$ cat src/rtl/i2d_core_defines.sv
// Shared i2d core definitions: register-address type, PC register index,
// pipeline-controller state encoding and exception causes.
package i2d_core_defines;

  typedef logic [3:0] reg_addr_t;

  localparam reg_addr_t RF_PC = 4'd15;

  typedef enum logic [2:0] {
    RUN      = 3'd0,
    LU_STALL = 3'd1,
    MEM_WAIT = 3'd2,
    BR_FLUSH = 3'd3,
    EXC_WAIT = 3'd4
  } pctl_state_t;

  typedef enum logic [1:0] {
    EXC_SWI = 2'd0,
    EXC_ERR = 2'd1,
    EXC_IRQ = 2'd2
  } exc_cause_t;

  // Decode errors outrank software interrupts, which outrank external irqs.
  function automatic exc_cause_t exc_prio(input logic id_err, input logic swi);
    exc_cause_t c;
    if (id_err) begin
      c = EXC_ERR;
    end else if (swi) begin
      c = EXC_SWI;
    end else begin
      c = EXC_IRQ;
    end
    return c;
  endfunction

endpackage

$ cat src/rtl/core_pipe_ctrl_hazard_det.sv
// Load-use comparator: flags an ID-stage source that depends on a load in EX.
import i2d_core_defines::*;

module core_hazard_det (
  input  reg_addr_t rega_addr,
  input  reg_addr_t regb_addr,
  input  logic      regb_used,
  input  logic      ex_load,
  input  reg_addr_t ex_wb_addr,
  output logic      lu_hazard
);

  logic a_match_s;
  logic b_match_s;

  assign a_match_s = (rega_addr == ex_wb_addr);
  assign b_match_s = regb_used && (regb_addr == ex_wb_addr);

  // Loads into the PC are redirects, resolved by the branch path instead.
  always_comb begin
    lu_hazard = 1'b0;
    if (ex_load && (ex_wb_addr != RF_PC)) begin
      lu_hazard = a_match_s || b_match_s;
    end else begin
      lu_hazard = 1'b0;
    end
  end

endmodule

$ cat src/rtl/core_pipe_ctrl.sv
// Front-end pipeline sequencer: prioritises exceptions, branches, MAU waits
// and load-use hazards into halt/flush controls, plus a stall-cycle counter.
import i2d_core_defines::*;

module core_pipe_ctrl #(
  parameter int CNT_W = 16
) (
  input  logic             clk,
  input  logic             rst,
  input  reg_addr_t        rega_addr,
  input  reg_addr_t        regb_addr,
  input  logic             regb_used,
  input  logic             ex_load,
  input  reg_addr_t        ex_wb_addr,
  input  logic             mau_busy,
  input  logic             mau_done,
  input  logic             branch,
  input  logic             swi,
  input  logic             id_err,
  input  logic             rfe,
  input  logic             irq,
  input  logic             irq_en,
  output logic             if_halt,
  output logic             id_halt,
  output logic             id_flush,
  output logic             ex_flush,
  output logic             exc_take,
  output logic [1:0]       exc_cause,
  output logic [CNT_W-1:0] stall_cnt
);

  pctl_state_t      state_r;
  pctl_state_t      state_nxt_s;
  exc_cause_t       cause_r;
  exc_cause_t       cause_nxt_s;
  exc_cause_t       req_cause_s;
  logic             lu_hazard_s;
  logic             exc_req_s;
  logic             mem_stall_s;
  logic [CNT_W-1:0] cnt_r;

  core_hazard_det u_hazard_det (
    .rega_addr  (rega_addr),
    .regb_addr  (regb_addr),
    .regb_used  (regb_used),
    .ex_load    (ex_load),
    .ex_wb_addr (ex_wb_addr),
    .lu_hazard  (lu_hazard_s)
  );

  assign exc_req_s   = swi || id_err || (irq && irq_en);
  assign req_cause_s = exc_prio(id_err, swi);
  // A completion arriving with the busy flag counts as an idle MAU.
  assign mem_stall_s = mau_busy && !mau_done;

  // Next-state and Mealy output decode.
  always_comb begin
    state_nxt_s = state_r;
    cause_nxt_s = cause_r;
    if_halt     = 1'b0;
    id_halt     = 1'b0;
    id_flush    = 1'b0;
    ex_flush    = 1'b0;
    exc_take    = 1'b0;
    exc_cause   = 2'b00;
    case (state_r)
      RUN: begin
        if (exc_req_s) begin
          if (mem_stall_s) begin
            if_halt     = 1'b1;
            id_halt     = 1'b1;
            cause_nxt_s = req_cause_s;
            state_nxt_s = EXC_WAIT;
          end else begin
            exc_take  = 1'b1;
            exc_cause = req_cause_s;
            id_flush  = 1'b1;
            ex_flush  = 1'b1;
          end
        end else if (branch || rfe) begin
          id_flush    = 1'b1;
          state_nxt_s = BR_FLUSH;
        end else if (mem_stall_s) begin
          if_halt     = 1'b1;
          id_halt     = 1'b1;
          state_nxt_s = MEM_WAIT;
        end else if (lu_hazard_s) begin
          if_halt     = 1'b1;
          id_halt     = 1'b1;
          ex_flush    = 1'b1;
          state_nxt_s = LU_STALL;
        end else begin
          state_nxt_s = RUN;
        end
      end
      LU_STALL: begin
        if_halt     = 1'b1;
        id_halt     = 1'b1;
        state_nxt_s = RUN;
      end
      MEM_WAIT: begin
        if (mau_done) begin
          state_nxt_s = RUN;
        end else begin
          if_halt = 1'b1;
          id_halt = 1'b1;
        end
      end
      BR_FLUSH: begin
        id_flush    = 1'b1;
        state_nxt_s = RUN;
      end
      EXC_WAIT: begin
        if (mau_done) begin
          exc_take    = 1'b1;
          exc_cause   = cause_r;
          id_flush    = 1'b1;
          ex_flush    = 1'b1;
          state_nxt_s = RUN;
        end else begin
          if_halt = 1'b1;
          id_halt = 1'b1;
        end
      end
      default: begin
        state_nxt_s = RUN;
        cause_nxt_s = EXC_SWI;
      end
    endcase
  end

  // State and latched exception cause.
  always_ff @(posedge clk) begin
    if (rst) begin
      state_r <= RUN;
      cause_r <= EXC_SWI;
    end else begin
      state_r <= state_nxt_s;
      cause_r <= cause_nxt_s;
    end
  end

  // Saturating count of fetch-halt cycles.
  always_ff @(posedge clk) begin
    if (rst) begin
      cnt_r <= {CNT_W{1'b0}};
    end else if (if_halt && (cnt_r != {CNT_W{1'b1}})) begin
      cnt_r <= cnt_r + {{(CNT_W-1){1'b0}}, 1'b1};
    end else begin
      cnt_r <= cnt_r;
    end
  end

  assign stall_cnt = cnt_r;

endmodule

$ cat config.mk
export PLATFORM = sky130hd
export DESIGN_NAME = core_pipe_ctrl
export DESIGN_NICKNAME = d
export VERILOG_FILES = /design/src/rtl/i2d_core_defines.sv /design/src/rtl/core_pipe_ctrl_hazard_det.sv /design/src/rtl/core_pipe_ctrl.sv
export SDC_FILE = /design/constraint.sdc
export NUM_CORES = 1
export LEC_CHECK = 0
export BUFFER_PORTS_ARGS = -buffer_cell sky130_fd_sc_hd__buf_2
export CORE_MARGIN = 2
export CORE_UTILIZATION = 29
export CTS_BUF_LIST = sky130_fd_sc_hd__clkbuf_4
export CTS_CLUSTER_DIAMETER = 30
export DETAILED_ROUTE_END_ITERATION = 16
export PLACE_DENSITY = 0.61
export SETUP_SLACK_MARGIN = 0.3
export SLEW_MARGIN = 30
export SYNTH_ARGS = -nofsm -noshare
export SYNTH_HDL_FRONTEND = slang
export SYNTH_SLANG_ARGS = --single-unit
$ cat constraint.sdc
create_clock -name clk -period 2.41 [get_ports clk]
set_clock_uncertainty 0.05 [all_clocks]
set_input_delay 0 -clock clk [delete_from_list [all_inputs] [get_ports clk]]
set_output_delay 0 -clock clk [all_outputs]
set_load 0.01 [all_outputs]
[Word level (Yosys, flattened, before mapping)]
Index checks and enable logic that the tools add are counted.
Storage, ports and cells
  register bits after elaboration: 21
  bits in latches: 0
  bits in writable memories: 0
  ROM bits: 0
  bits of input ports: 24
  output and inout port bits: 23
  word-level logic and storage cells: 67
  memories: 0
Operators by class
  $add $sub $neg: 1
  multipliers: 0
  divide/modulo/power cells: 0
  order comparisons: 0
  equality and inequality tests: 12
  shifts and indexed selects: 0
  muxes and demuxes: 35
  bitwise logic cells: 1
  reduce and logical (&&, ||, !) cells: 15
Operators with widths (count)
  2-bit two-way mux: 9
  16-bit by 1-bit adder with 16-bit output (second input constant): 1
  1-bit two-way mux: 16
  16-bit != test (second input constant): 1
  3-bit two-way mux: 3
  4-bit == test: 2
  2-bit one-hot mux with 2 select lines: 2
  3-bit by 2-bit == test with 1-bit output (second input constant): 2
  1-bit one-hot mux with 3 select lines: 2
  3-bit one-hot mux with 2 select lines: 1
  1-bit logical AND: 5
  1-bit logical OR: 4
  2-bit != test (second input constant): 2
  4-bit != test (second input constant): 1
  1-bit one-hot mux with 2 select lines: 2
  4-bit OR reduction: 1
  3-bit by 1-bit == test with 1-bit output (second input constant): 1
  3-bit == test (second input constant): 1
  3-bit logical NOT: 1
  3-bit != test (second input constant): 1
  3-bit AND reduction: 1
  2-bit by 1-bit != test with 1-bit output (second input constant): 1
  2-bit AND reduction: 1
  2-bit OR reduction: 1
  2 further kinds: 2

[Longest topological paths before layout]
  depth in word-level cells: 10
  depth in mapped cells: 9
  depth with buffers taken out: 6

[Hierarchy]
A second synthesis with hierarchy kept.
Second synthesis, totals
  cell total of the unflattened synthesis: 169
  area, all modules: 1361.3 µm²
By module, submodules not included
  core_pipe_ctrl: instances 1, cells an instance 155, area each 1257.5 µm², sequential area each 420.4 µm²
  core_hazard_det: instances 1, cells an instance 14, area each 103.8 µm², sequential area each 0.0 µm²

[Least setup slack after synthesis]
OpenSTA, ideal clock, no wires.
  kind: flip-flop to flip-flop
  start: register cnt_r[6] (netlist: stall_cnt[6])
  end: register cnt_r[1] (netlist: stall_cnt[1])
  library setup time: 0.128 ns
  data arrival time: 1.864 ns
  required time: 2.232 ns
  setup slack: 0.369 ns
  cell stages (with the launch flop): 9
  buffers on the path: 2
  clock period less this slack: 2.041 ns
  cells stage by stage: dfxtp_1 > and4_1 > nand4_2 > or3_4 > o211ai_4 > buf_6 > buf_6 > mux2i_1 > nor2_1
On the way
  cells in the longest elaborated chain, start to end: 2
Ends and longest elaborated chain
  from (decl): RTL line core_pipe_ctrl.sv:40  | logic [CNT_W-1:0] cnt_r;
  from (signal assigned): RTL line core_pipe_ctrl.sv:146  | cnt_r <= {CNT_W{1'b0}};
  from (signal assigned): RTL line core_pipe_ctrl.sv:148  | cnt_r <= cnt_r + {{(CNT_W-1){1'b0}}, 1'b1};
  from (signal assigned): RTL line core_pipe_ctrl.sv:150  | cnt_r <= cnt_r;
  16-bit != test: RTL line core_pipe_ctrl.sv:147  | end else if (if_halt && (cnt_r != {CNT_W{1'b1}})) begin
  1-bit logical AND: RTL line core_pipe_ctrl.sv:147
No other way between the ends.
A chain may end at the register's enable or synchronous reset.

[Final worst setup path]
  start: input swi
  end: register cnt_r[1] (netlist: stall_cnt[1])
On the way
  cells in the longest elaborated chain, start to end: 5
Ends and longest elaborated chain
  from (decl): RTL line core_pipe_ctrl.sv:18  | input logic swi,
  1-bit logical OR (2 in series): RTL line core_pipe_ctrl.sv:51  | assign exc_req_s = swi || id_err || (irq && irq_en);
  1-bit two-way mux: RTL line core_pipe_ctrl.sv:68  | if (exc_req_s) begin
  1-bit one-hot mux with 3 select lines: RTL line core_pipe_ctrl.sv:66  | case (state_r)
  1-bit logical AND: RTL line core_pipe_ctrl.sv:147
No other way between the ends.

==> metrics <==
commonest non-fill, non-tap cell in the layout=buf_2; Root Buffer=clkbuf_4; Sw Pwr=0.226 mW; Total Power=slightly above 0.7 mW; I/O pins=47; largest net degree at the start of global routing=22; CTS Buf Count=3; CTS max path bufs=2; Worst-Margin Slew=0.424 ns; Die H=72.0 um; Area contributors post-synth=dfxtp_1 31%, a21oi_1 7.1%, xnor2_1 5.2%; pre-CTS setup slack=approximately 0.29 ns; Post-Syn Instances=167; CP Data Required Time=2.55 ns; minimum clock period=2.04 ns; RSZ-0062 raised after global routing=yes; min-delay worst type=input pin to register; FFs w/ async S/R, synth=0%; final setup TNS=0 ns; Worst-Skew Late Latency=0.32 ns; Synth cell types=46; Switching Fraction=a little under a third; Crit Path Max Fanout=6; Final Instance Area=1710 um2; Lkg Pwr=~0.67 nW; drt pass-1 iters=4; Clock Pin Slew Worst Setup and Hold Paths=0.12 ns; CTS sink cnt=21; final setup margin=0.365 ns; Final ANT Viol Nets=0; vias in the first global route=1320; Routed WL=3.47 mm; GPL Wtd Cong=roughly 0.84; simple-gate share of the synthesized area=between 20% and 30%; via-per-instance ratio=5.34; DRC marker count from the first detailed-route iteration=slightly below 90; power share of the combinational group=24.7%; Synth Area in Adders=0.932%; port bufs=46; core area=between 4000 and 5000 um2; crit start category=input pin; routed len/inst=about 13 um; CP max stage delay=~0.53 ns; first-pass GRT wire length=~5.8 mm; synthesis-to-layout area growth=27.1%; sequential-to-total area share from yosys stat=31.3%; Final Hold Fails=0; slew margin rel.=71.7%; Int Power=0.489 mW; Nets=about 240; Initial Utilization=30.4%; GRT Total Usage=13.9%; max cap viols=0; initial antenna violation count=0; syn nets=192; sequential power share=50.2%; CTS tree=done; Syn Area/Cell=roughly 8 um2; global route overflow=0; #FFs+latches synth=21; commonest non-fill, non-tap cells in the layout=46 x buf_2, 18 x a21oi_1, 18 x dfxtp_1, 16 x nor2_1, 15 x nand2_1; cell at the slowest stage of the critical path=dlygate4sd3_1; WHS=0.0319 ns; Compound-Gate Fraction of Synth Area=between 20 and 30%; maximum vdd drop=between 0.15 and 0.2 mV; Synth top area share=31.3%; Final Util=38.7%; XOR/XNOR Fraction of Synth Area=between 6 and 7%; Post-synth EDFFs=0; critical path, cell by cell=dlygate4sd3_1 -> buf_2 -> a211oi_4 -> mux2_4 -> a221o_2 -> o211ai_2 -> mux2i_1 -> nor2_1; crit path DAT=between 2 and 2.5 ns; Power Density=419 nW/um2; final setup vio count=0; dpl cell area=1600 um2; diode count=0; type of the worst setup path=input pin to register; Site Rows=24; fin cells=268; Inst Count DP=259; status=complete, no violations; CTS H-tree depth=1; Top FF cell, synth=dfxtp_1; share of cells above drive strength 1=32.9%; endpoint class of the critical path=register; Final Slew Violations=0; cell taking the most area after synthesis=dfxtp_1; Ys Warns=0; main combinational cell family by area after synthesis=simple AND/OR/NAND/NOR gates; synthesized area=1340 um2; Final period util=84.8%; detailed-route DRC error count=0; Die Area=5190 um2; chip width=72.0 um; vias post-DR=1432; f_max=around 500 MHz; Final HPWL DP=2.40 mm; post-synthesis mux area share=1.86%; clock share of power=25.2%
synthesized netlist by cell type (all sizes together), types with 2 or more instances:
| library cell | count |
|---|---|
| a211oi | 2 |
| a21oi | 20 |
| a32oi | 2 |
| and3 | 2 |
| buf | 5 |
| clkbuf | 3 |
| dfxtp | 21 |
| inv | 3 |
| nand2 | 15 |
| nand2b | 2 |
| nand3 | 8 |
| nand4 | 7 |
| nor2 | 17 |
| nor3 | 2 |
| o211ai | 3 |
| o21ai | 12 |
| o22ai | 2 |
| o31ai | 2 |
| or2 | 2 |
| or3 | 11 |
| or4 | 2 |
| xnor2 | 8 |
| xor2 | 2 |
worst paths after layout:
check	depth (start not counted)	to	start	slack [ns]
hold / removal	4	state_r[1]	mau_done	0.03
setup reg to reg	6	stall_cnt[1]	stall_cnt[7]	0.39
hold reg to reg	2	stall_cnt[4]	stall_cnt[4]	0.45
setup / recovery	8	stall_cnt[1]	swi	0.37
layer usage:
| layer | wire (um) | track usage, % |
|---|---|---|
| met5 | 0 | 0 |
| met4 | 43 | 3.77 |
| met3 | 191 | 3.89 |
| met2 | 1680 | 22.5 |
| met1 | 1560 | 18.0 |
power by group through the flow:
stage          clock network, mW  registers [mW]  logic, mW
6_report                   0.180           0.359      0.177
5_1_grt                    0.201           0.360      0.195
4_1_cts                    0.186           0.360      0.167
3_5_place_dp                   0           0.367      0.158
3_3_place_gp                   0           0.367      0.156
2_1_floorplan                  0           0.367      0.109
sequential cells by signal, summed over array words and instances, names as in the netlist:
register   count
cause_r        2
stall_cnt     16
state_r        3
cell families after synthesis:
family | count (synthesis)
xor+xnor | 10
buf+inv | 11
mux | 2
fa+ha+maj | 1
flops | 21
compound gates | 49
simple gates | 73
cell type report:
class / count / area, um2
inverters: 3 / 11.3
multi-input cells: 137 / 903
repair buffers: 51 / 273
well taps: 52 / 65.1
clock buffers: 3 / 22.5
flip-flops and latches: 21 / 427
clock inverters: 1 / 5.00
fillers: 446 / 2710
what timing repair did:
action	in CTS	in global routing
hold buffers	2	0
setup buffers	0	1
cloned	1	1
gates resized for setup	1	9
endpoints found under the hold margin	1	0
pin swaps	1	3
endpoints found under the setup margin	2	14
critical path, delay by kind of cell:
kind	cells	cell delay (ns)
compound gates	3	0.90
buf+inv	2	0.67
mux	2	0.57
simple gates	1	0.05
Power figures use the tool's default switching activity.
